<file path="src/rtl/gpu_fb_pkg.sv">
// Shared framebuffer geometry, controller state encoding and pixel address mapping
// for the 320x200 monochrome framebuffer.
package gpu_fb_pkg;

    localparam int unsigned FB_W     = 320;
    localparam int unsigned FB_H     = 200;
    localparam int unsigned BPL      = 40;
    localparam int unsigned AW       = 13;
    localparam int unsigned FB_BYTES = 8000;

    typedef enum logic [2:0] {
        StIdle,
        StIssue,
        StCapture,
        StWriteback,
        StDone
    } fb_state_e;

    // y*40 built from shifts; exact for every in-range pixel (max 7999)
    function automatic logic [AW-1:0] pix_byte_addr(input logic [8:0] x, input logic [7:0] y);
        logic [AW-1:0] yw;
        yw = AW'(y);
        return (yw << 5) + (yw << 3) + AW'(x[8:3]);
    endfunction

endpackage

</file>
<file path="src/rtl/fb_addr_calc.sv">
// Combinational pixel (x,y) to framebuffer byte address, bit index and range flag.
// Bit 0 of each byte is the leftmost of its eight pixels.
module fb_addr_calc
    import gpu_fb_pkg::*;
(
    input  logic [8:0]    x,
    input  logic [7:0]    y,
    output logic [AW-1:0] byte_addr,
    output logic [2:0]    bit_idx,
    output logic          in_range
);

    assign byte_addr = pix_byte_addr(x, y);
    assign bit_idx   = x[2:0];
    assign in_range  = (x < 9'(FB_W)) && (y < 8'(FB_H));

endmodule

</file>
<file path="src/rtl/fb_pixel_port.sv">
// Single-pixel read / read-modify-write port onto a byte-wide synchronous framebuffer RAM,
// sharing the RAM port with the scanout byte fetcher.
module fb_pixel_port
    import gpu_fb_pkg::*;
(
    input  logic          clk,
    input  logic          rst,
    input  logic [8:0]    x_b,
    input  logic [7:0]    y_b,
    input  logic          read_b,
    input  logic          write_b,
    input  logic          in_b,
    output logic          out_b,
    output logic          rdy_b,
    input  logic          scan_req,
    input  logic [AW-1:0] scan_addr,
    output logic [7:0]    scan_data,
    output logic          scan_valid,
    output logic [AW-1:0] mem_addr,
    output logic          mem_we,
    output logic [7:0]    mem_wdata,
    input  logic [7:0]    mem_rdata
);

    fb_state_e state_q, state_d;

    // Pending flags stay set until the op completes, so they also mean "in flight".
    logic          pix_pend_q;
    logic          pix_wr_q;
    logic [8:0]    pix_x_q;
    logic [7:0]    pix_y_q;
    logic          pix_val_q;
    logic          scan_pend_q;
    logic [AW-1:0] scan_addr_q;
    logic          op_scan_q;
    logic          last_scan_q;

    logic [AW-1:0] mem_addr_q;
    logic          mem_we_q;
    logic [7:0]    mem_wdata_q;
    logic          out_b_q;
    logic [7:0]    scan_data_q;

    logic [AW-1:0] pix_addr;
    logic [2:0]    pix_bit;
    logic          pix_in_range;
    logic          pick_pix;
    logic          pix_strobe;
    logic [7:0]    wdata_merge;

    fb_addr_calc u_addr_calc (
        .x         (pix_x_q),
        .y         (pix_y_q),
        .byte_addr (pix_addr),
        .bit_idx   (pix_bit),
        .in_range  (pix_in_range)
    );

    // Scan normally wins; right after a scan access a waiting pixel op goes first.
    assign pick_pix   = pix_pend_q && (!scan_pend_q || last_scan_q);
    assign pix_strobe = (read_b || write_b) && !pix_pend_q;

    always_comb begin
        wdata_merge          = mem_rdata;
        wdata_merge[pix_bit] = pix_val_q;
    end

    always_ff @(posedge clk or posedge rst) begin
        if (rst) begin
            state_q <= StIdle;
        end else begin
            state_q <= state_d;
        end
    end

    always_comb begin
        state_d = state_q;
        unique case (state_q)
            StIdle: begin
                if (pick_pix) begin
                    state_d = pix_in_range ? StIssue : StDone;
                end else if (scan_pend_q) begin
                    state_d = StIssue;
                end
            end
            StIssue:     state_d = StCapture;
            StCapture: begin
                if (op_scan_q) begin
                    state_d = StIdle;
                end else if (pix_wr_q) begin
                    state_d = StWriteback;
                end else begin
                    state_d = StDone;
                end
            end
            StWriteback: state_d = StDone;
            StDone:      state_d = StIdle;
            default:     state_d = StIdle;
        endcase
    end

    always_ff @(posedge clk or posedge rst) begin
        if (rst) begin
            pix_pend_q  <= 1'b0;
            pix_wr_q    <= 1'b0;
            pix_x_q     <= '0;
            pix_y_q     <= '0;
            pix_val_q   <= 1'b0;
            scan_pend_q <= 1'b0;
            scan_addr_q <= '0;
            op_scan_q   <= 1'b0;
            last_scan_q <= 1'b0;
            mem_addr_q  <= '0;
            mem_we_q    <= 1'b0;
            mem_wdata_q <= '0;
            out_b_q     <= 1'b0;
            scan_data_q <= '0;
        end else begin
            if (state_q == StDone) begin
                pix_pend_q <= 1'b0;
            end else if (pix_strobe) begin
                pix_pend_q <= 1'b1;
                pix_wr_q   <= write_b;
                pix_x_q    <= x_b;
                pix_y_q    <= y_b;
                pix_val_q  <= in_b;
            end

            if (state_q == StCapture && op_scan_q) begin
                scan_pend_q <= 1'b0;
            end else if (scan_req && !scan_pend_q) begin
                scan_pend_q <= 1'b1;
                scan_addr_q <= scan_addr;
            end

            if (state_q == StIdle) begin
                if (pick_pix) begin
                    op_scan_q   <= 1'b0;
                    last_scan_q <= 1'b0;
                    if (pix_in_range) begin
                        mem_addr_q <= pix_addr;
                    end else if (!pix_wr_q) begin
                        out_b_q <= 1'b0;
                    end
                end else if (scan_pend_q) begin
                    op_scan_q  <= 1'b1;
                    mem_addr_q <= scan_addr_q;
                end
            end

            if (state_q == StCapture) begin
                if (op_scan_q) begin
                    scan_data_q <= mem_rdata;
                    last_scan_q <= 1'b1;
                end else if (pix_wr_q) begin
                    mem_wdata_q <= wdata_merge;
                end else begin
                    out_b_q <= mem_rdata[pix_bit];
                end
            end

            mem_we_q <= (state_d == StWriteback);
        end
    end

    assign rdy_b      = (state_q == StDone);
    assign scan_valid = (state_q == StCapture) && op_scan_q;
    // The fetched byte is forwarded straight from the RAM in its capture cycle.
    assign scan_data  = scan_valid ? mem_rdata : scan_data_q;
    assign out_b      = out_b_q;
    assign mem_addr   = mem_addr_q;
    assign mem_we     = mem_we_q;
    assign mem_wdata  = mem_wdata_q;

endmodule
</file>
<file path="config.mk">
export PLATFORM = sky130hd
export DESIGN_NAME = fb_pixel_port
export DESIGN_NICKNAME = d
export VERILOG_FILES = /design/src/rtl/gpu_fb_pkg.sv /design/src/rtl/fb_addr_calc.sv /design/src/rtl/fb_pixel_port.sv
export SDC_FILE = /design/constraint.sdc
export NUM_CORES = 1
export LEC_CHECK = 0
export ABC_AREA = 1
export CORE_MARGIN = 5
export CORE_UTILIZATION = 50
export DETAILED_ROUTE_END_ITERATION = 6
export GPL_TIMING_DRIVEN = 0
export MAX_ROUTING_LAYER = met4
export PLACE_DENSITY = 0.74
export SLEW_MARGIN = 20
export SYNTH_ARGS = -nofsm -noshare
export SYNTH_HDL_FRONTEND = slang
export SYNTH_SLANG_ARGS = --single-unit
</file>
<file path="constraint.sdc">
create_clock -name clk -period 2.89 [get_ports clk]
set_clock_uncertainty 0.15 [all_clocks]
set_input_delay 0.578 -clock clk [delete_from_list [all_inputs] [get_ports clk]]
set_output_delay 0.578 -clock clk [all_outputs]
set_load 0.01 [all_outputs]
</file>
# --- After elaboration in Yosys (flattened, before gate mapping) ---
# Index checks and enable logic that the tools add are counted.
word_totals:
  regBits: 70
  input_bits: 44
  out_inout_bits: 33
classes:
  n_addsub: 2
  magnitude_cmp: 4
  n_eq_ne: 6
  mux: 32
  bitwise_logic: 3
  n_reduce_logical: 20
op_table:
  columns: ["op", "count"]
  rows:
  - ["$mux 13", 3]
  - ["$mux 1", 19]
  - ["$mux 3", 5]
  - ["$add 13x11->13", 1]
  - ["$add 13x6->13", 1]
  - ["$pmux 3 s4", 1]
  - ["$eq 3x2->1 const B", 3]
  - ["$lt 9x9->1 const B", 1]
  - ["$bwmux 8", 1]
  - ["$lt 8x8->1 const B", 1]
  - ["$mux 8", 1]
  - ["$reduce_and 2->1", 4]
  - ["$logic_and 1x1->1", 6]
  - ["$reduce_and 3->1", 2]
  - ["$reduce_bool 2->1", 3]
  - ["$lt 3x4->1 const B", 1]
  - ["$bmux 1 s3", 1]
  - ["$demux 1 s3", 1]
  - ["$eq 3x1->1 const B", 1]
  - ["$eq 3x3->1 const B", 1]
  - ["$ge 3x1->1 const B", 1]
  - ["$logic_not 3->1", 1]
  - ["$not 1->1", 3]
  - ["$logic_not 1->1", 2]
  - ["other kinds (2)", 3]

# --- Longest topological paths before layout ---
logic_depth:
  depth_word: 8
  depth_mapped: 14
  mapped_depth_nobuf: 14

# --- Modules after synthesis ---
# From an unflattened synthesis, not the netlist that was laid out.
hier_totals:
  hier_cells: 493
  area_unflattened_um2: 3772.4
modules_own_cells:
  columns: ["module", "instances", "cells_each", "area_each_um2", "seq_area_each_um2"]
  rows:
  - ["fb_pixel_port", 1, 400, 3180.6, 1751.7]
  - ["fb_addr_calc", 1, 93, 591.8, 0.0]

# --- Least setup slack after synthesis ---
# No wires, ideal clock.
synth_path:
  path_type: "register to register"
  from: "register pix_x_q[8]"
  to: "register mem_addr_q[12], in the netlist mem_addr[12]"
  arrival_time_ns: 1.895
  slack_ns: 0.728
  stages_incl_launch_ff: 13
  synth_period_minus_slack_ns: 2.162
  path_cell_list: "dfrtp_1 inv_1 fa_1 inv_1 fa_1 nand3_1 nand2_1 nand2_1 nand2_1 nand2_1 nand3_1 nand2_1 nand2_1"
synth_via:
  elab_chain_len: 4
  word_cells_on_any_way: 7
  cone_classes: "1 x add/sub; 1 x order compare; 1 x eq/ne; 2 x mux; 2 x reduce/logical"
synth_lines:
  columns: ["item", "line_no", "text"]
  rows:
  - ["from (decl)", "fb_pixel_port.sv:30", "logic [8:0] pix_x_q;"]
  - ["from (signal assigned)", "fb_pixel_port.sv:106", "pix_x_q <= '0;"]
  - ["from (signal assigned)", "fb_pixel_port.sv:124", "pix_x_q <= x_b;"]
  - ["$lt 9x9->1", "fb_addr_calc.sv:15", "assign in_range = (x < 9'(FB_W)) && (y < 8'(FB_H));"]
  - ["$logic_and 1x1->1", "fb_addr_calc.sv:15", null]
  - ["$ne 2x2->1 (no line)", null, null]
  - ["$reduce_and 3->1 (no line)", null, null]
  - ["to (signal assigned)", "fb_pixel_port.sv:141", "mem_addr_q <= pix_addr;"]
  - ["to (signal assigned)", "fb_pixel_port.sv:147", "mem_addr_q <= scan_addr_q;"]
  - ["to (decl)", "fb_pixel_port.sv:38", "logic [AW-1:0] mem_addr_q;"]
# Several ways; a longest one is shown, not always the timed one. The select of a mux whose other input is x is not followed.
# A chain may end at the register's enable or synchronous reset.

# --- Worst setup path in the final report ---
layout_path:
  from: "register state_q[2]"
  to: "output scan_data[7]"
layout_via:
  elab_chain_len: 3
layout_lines:
  columns: ["item", "line_no", "text"]
  rows:
  - ["from (decl)", "fb_pixel_port.sv:25", "fb_state_e state_q, state_d;"]
  - ["from (signal assigned)", "fb_pixel_port.sv:70", "state_q <= StIdle;"]
  - ["from (signal assigned)", "fb_pixel_port.sv:72", "state_q <= state_d;"]
  - ["$eq 3x2->1", "fb_pixel_port.sv:167", "assign scan_valid = (state_q == StCapture) && op_scan_q;"]
  - ["$logic_and 1x1->1", "fb_pixel_port.sv:167", null]
  - ["$mux 8", "fb_pixel_port.sv:169", "assign scan_data = scan_valid ? mem_rdata : scan_data_q;"]
  - ["to (decl)", "fb_pixel_port.sv:17", "output logic [7:0] scan_data,"]
# No other way between the ends.

==> results.toml <==
[route]
viasPerCell = 5.00
drt-total-wl_um = 8640
drc = 0
drtIter0Drc = 114
drt-pass1-iter-count = 4
postRouteAntennaNets = 0
via_count = 3119
wl_per_cell_um = 13.9

[sta]
hold_viol_final = 0
rsz0062_at_grt = "false"
fin_ws_ns = 0.203
period_minus_slack_ns = 2.69
worst_pin_slew_ns = 0.340
setup_violations = 0
finalSetupTns_ns = 0
fin_crit_sh_pct = 93.0
slew_viol_final = 0
slew_headroom_pct = 77.1
fmax_mhz = 372

[layout]
nFillCells = 605
n_antenna_cell = 0
nets = 584
drive_gt1_share_pct = 14.7
fin_area_mm2 = 0.00481
syn_to_final_growth_pct = 28.9

[place]
hpwlAfterDp_um = 6630
portBuffers = 76
place_ws_ns = 0.140
gp_congestion = 0.878
post_dp_cell_area_mm2 = 0.00465

[worst_hold_path]
holdPathEnd = "state_q[2]"
min_path_cells = 1
worstHoldStart = "state_q[2]"
min_path_type = "register to register"

[global_routing]
grt_max_degree = 54
grt_pass1_vias = 3102
grt-ovfl-total = 0
grt_antenna_before_repair = 0
grt_usage_pct = 20.4
grt_pass1_wl_um = 14000

[clocking]
cts_hold_buf = 0
post-cts-setup-buffers = 0
clock_latency_ns = 0.34
cts_tree = "yes"
clockRootBuffer = "clkbuf_8"
cts.path.max_buffers = 2
htreeDepth = 3
cts_buffers = 9
ctsResizeCount = 10
clkSlewWorstSetupHoldPaths_ns = 0.07
clock_sink_count = 70

[critical_path]
cp.arrival_ns = 1.96
crit_required_ns = 2.16
cp_max_fo = 10
crit_path_start = "state_q[2]"
reg2reg_depth = 12
startpoint_type = "register"
r2r-start = "pix_x_q[8]"
criticalPathCategory = "register to output port"
r2r-end = "mem_addr[12]"
worstSetupEndpointType = "output port"
r2r_slack_ns = 0.56

[yosys]
ys_seq_area_share_pct = 46.9
synth.net_count = 496
synthDistinctLibCells = 30
yosysTopAreaCell = "dfrtp_1"
ys_seq_elements = 70
synth_area_leaders = "dfrtp_1, nand2_1, inv_1, o21ai_2, ha_1"
yosysTopAreaCellShare_pct = 46.9
yosysWarnings = 0
syn_area_mm2 = 0.00373
syn_avg_cell_area_um2 = 8.58
netlist_instances = 435

[power_and_ir_drop]
powerDensity_mw_per_mm2 = 1220
power_leakage_nw = 2.49
irDropWorstVdd_v = 0.000620

[floorplanning]
start_util_pct = 51.4
ios = 77
die_x_um = 96.4
core_area_mm2 = 0.00725
dieHeight_um = 96.4
die_area_mm2 = 0.00929
fp-row-count = 31

[status]
status = "completed"

[run]
maxCapViolCount = 0
## report_power, final
| part | switching, mW | internal (mW) | leakage, nW |
|---|---|---|---|
| Sequential | 0.321 | 1.46 | 0.844 |
| Clock | 0.345 | 0.341 | 0.0869 |
| Combinational | 1.93 | 1.48 | 1.55 |
| Total | 2.59 | 3.28 | 2.49 |
## worst max path at each step
stage	endpoint	slack (ns)	cells after the start
after floorplan	last_scan_q	0.39	1
after global placement	mem_addr[5]	-0.80	2
after detailed placement	scan_data[2]	0.14	4
after CTS	scan_data[1]	-0.08	7
after global routing	scan_data[4]	0.02	7
final	scan_data[7]	0.20	7
## worst max-delay path, stage by stage, from the launching register on
cell and delay (ns):
dfrtp_1 0.40, inv_1 0.12, nand3_2 0.13, nor2_4 0.15, inv_4 0.09, buf_2 0.19, o21ai_0 0.21, dlygate4sd2_1 0.32
## cell usage in the layout, fill, tap and decap left out, drive strengths merged
master,instances
o22ai,4
o21ai,46
fa,2
clkbuf,11
inv,62
nand2,145
a21oi,14
dfrtp,70
nand3,21
xnor2,1
nand4,1
nor2,29
mux2,11
nand3b,1
dlymetal6s2s,2
buf,10
nor3,4
clkdlybuf4s50,68
ha,15
dlygate4sd2,6
clkinv,2
## cell usage after synthesis (all sizes together)
master and count:
nand2 145, nand3 21, inv 62, nor2 29, fa 2, dfrtp 70
mux2 11, a21oi 14, nand4 1, nor3 4, buf 9, o22ai 4
nand3b 1, o21ai 46, xnor2 1, ha 15
## layout make-up
class	count	area (um2)	share of cell area (%)
Clock inverter	2	10.0	0.208
Buffer	9	104	2.16
Clock buffer	11	151	3.15
Multi-Input combinational cell	294	1640	34.2
Sequential cell	70	1750	36.4
Inverter	62	238	4.94
Timing Repair Buffer	77	786	16.3
Tap cell	99	124	2.58
## registers in the layout (all words and copies together), names as in the netlist
name and cells:
last_scan_q 1, mem_addr 13, mem_wdata 8, mem_we 1
op_scan_q 1, out_b 1, pix_pend_q 1, pix_val_q 1
pix_wr_q 1, pix_x_q 9, pix_y_q 8, scan_addr_q 13
scan_data_q 8, scan_pend_q 1, state_q 3
## routing by layer
metal  GRT usage, %  part of all wire, %  up-vias
met5              -                    0        -
met4           6.78                  1.8        0
met3           4.26                  4.5       14
met2           34.2                   50       67
met1           24.7                   44     1489
li1               -                    -     1549
## cell families (layout without fill, tap and decap cells)
group,after synthesis,after routing,synth area share [%]
simple gates,201,201,23.0
buf+inv,71,161,9.09
flops,70,70,46.9
compound gates,64,64,10.9
fa+ha+maj,17,17,6.10
mux,11,11,3.72
xor+xnor,1,1,0.235
## stage by stage
step | power, mW | hold slack (ns) | utilization (%) | instances
final | 5.87 | 0.319 | 66.3 | 624
after global routing | 6.43 | 0.326 | 66.3 | 624
after CTS | 5.92 | 0.318 | 66.2 | 624
after detailed placement | 5.25 | 0.308 | 64.1 | 611
after global placement | 5.12 | 0.288 | 63.6 | 610
after floorplan | 4.10 | 0.272 | - | 435
(Power assumes the default switching activity.)
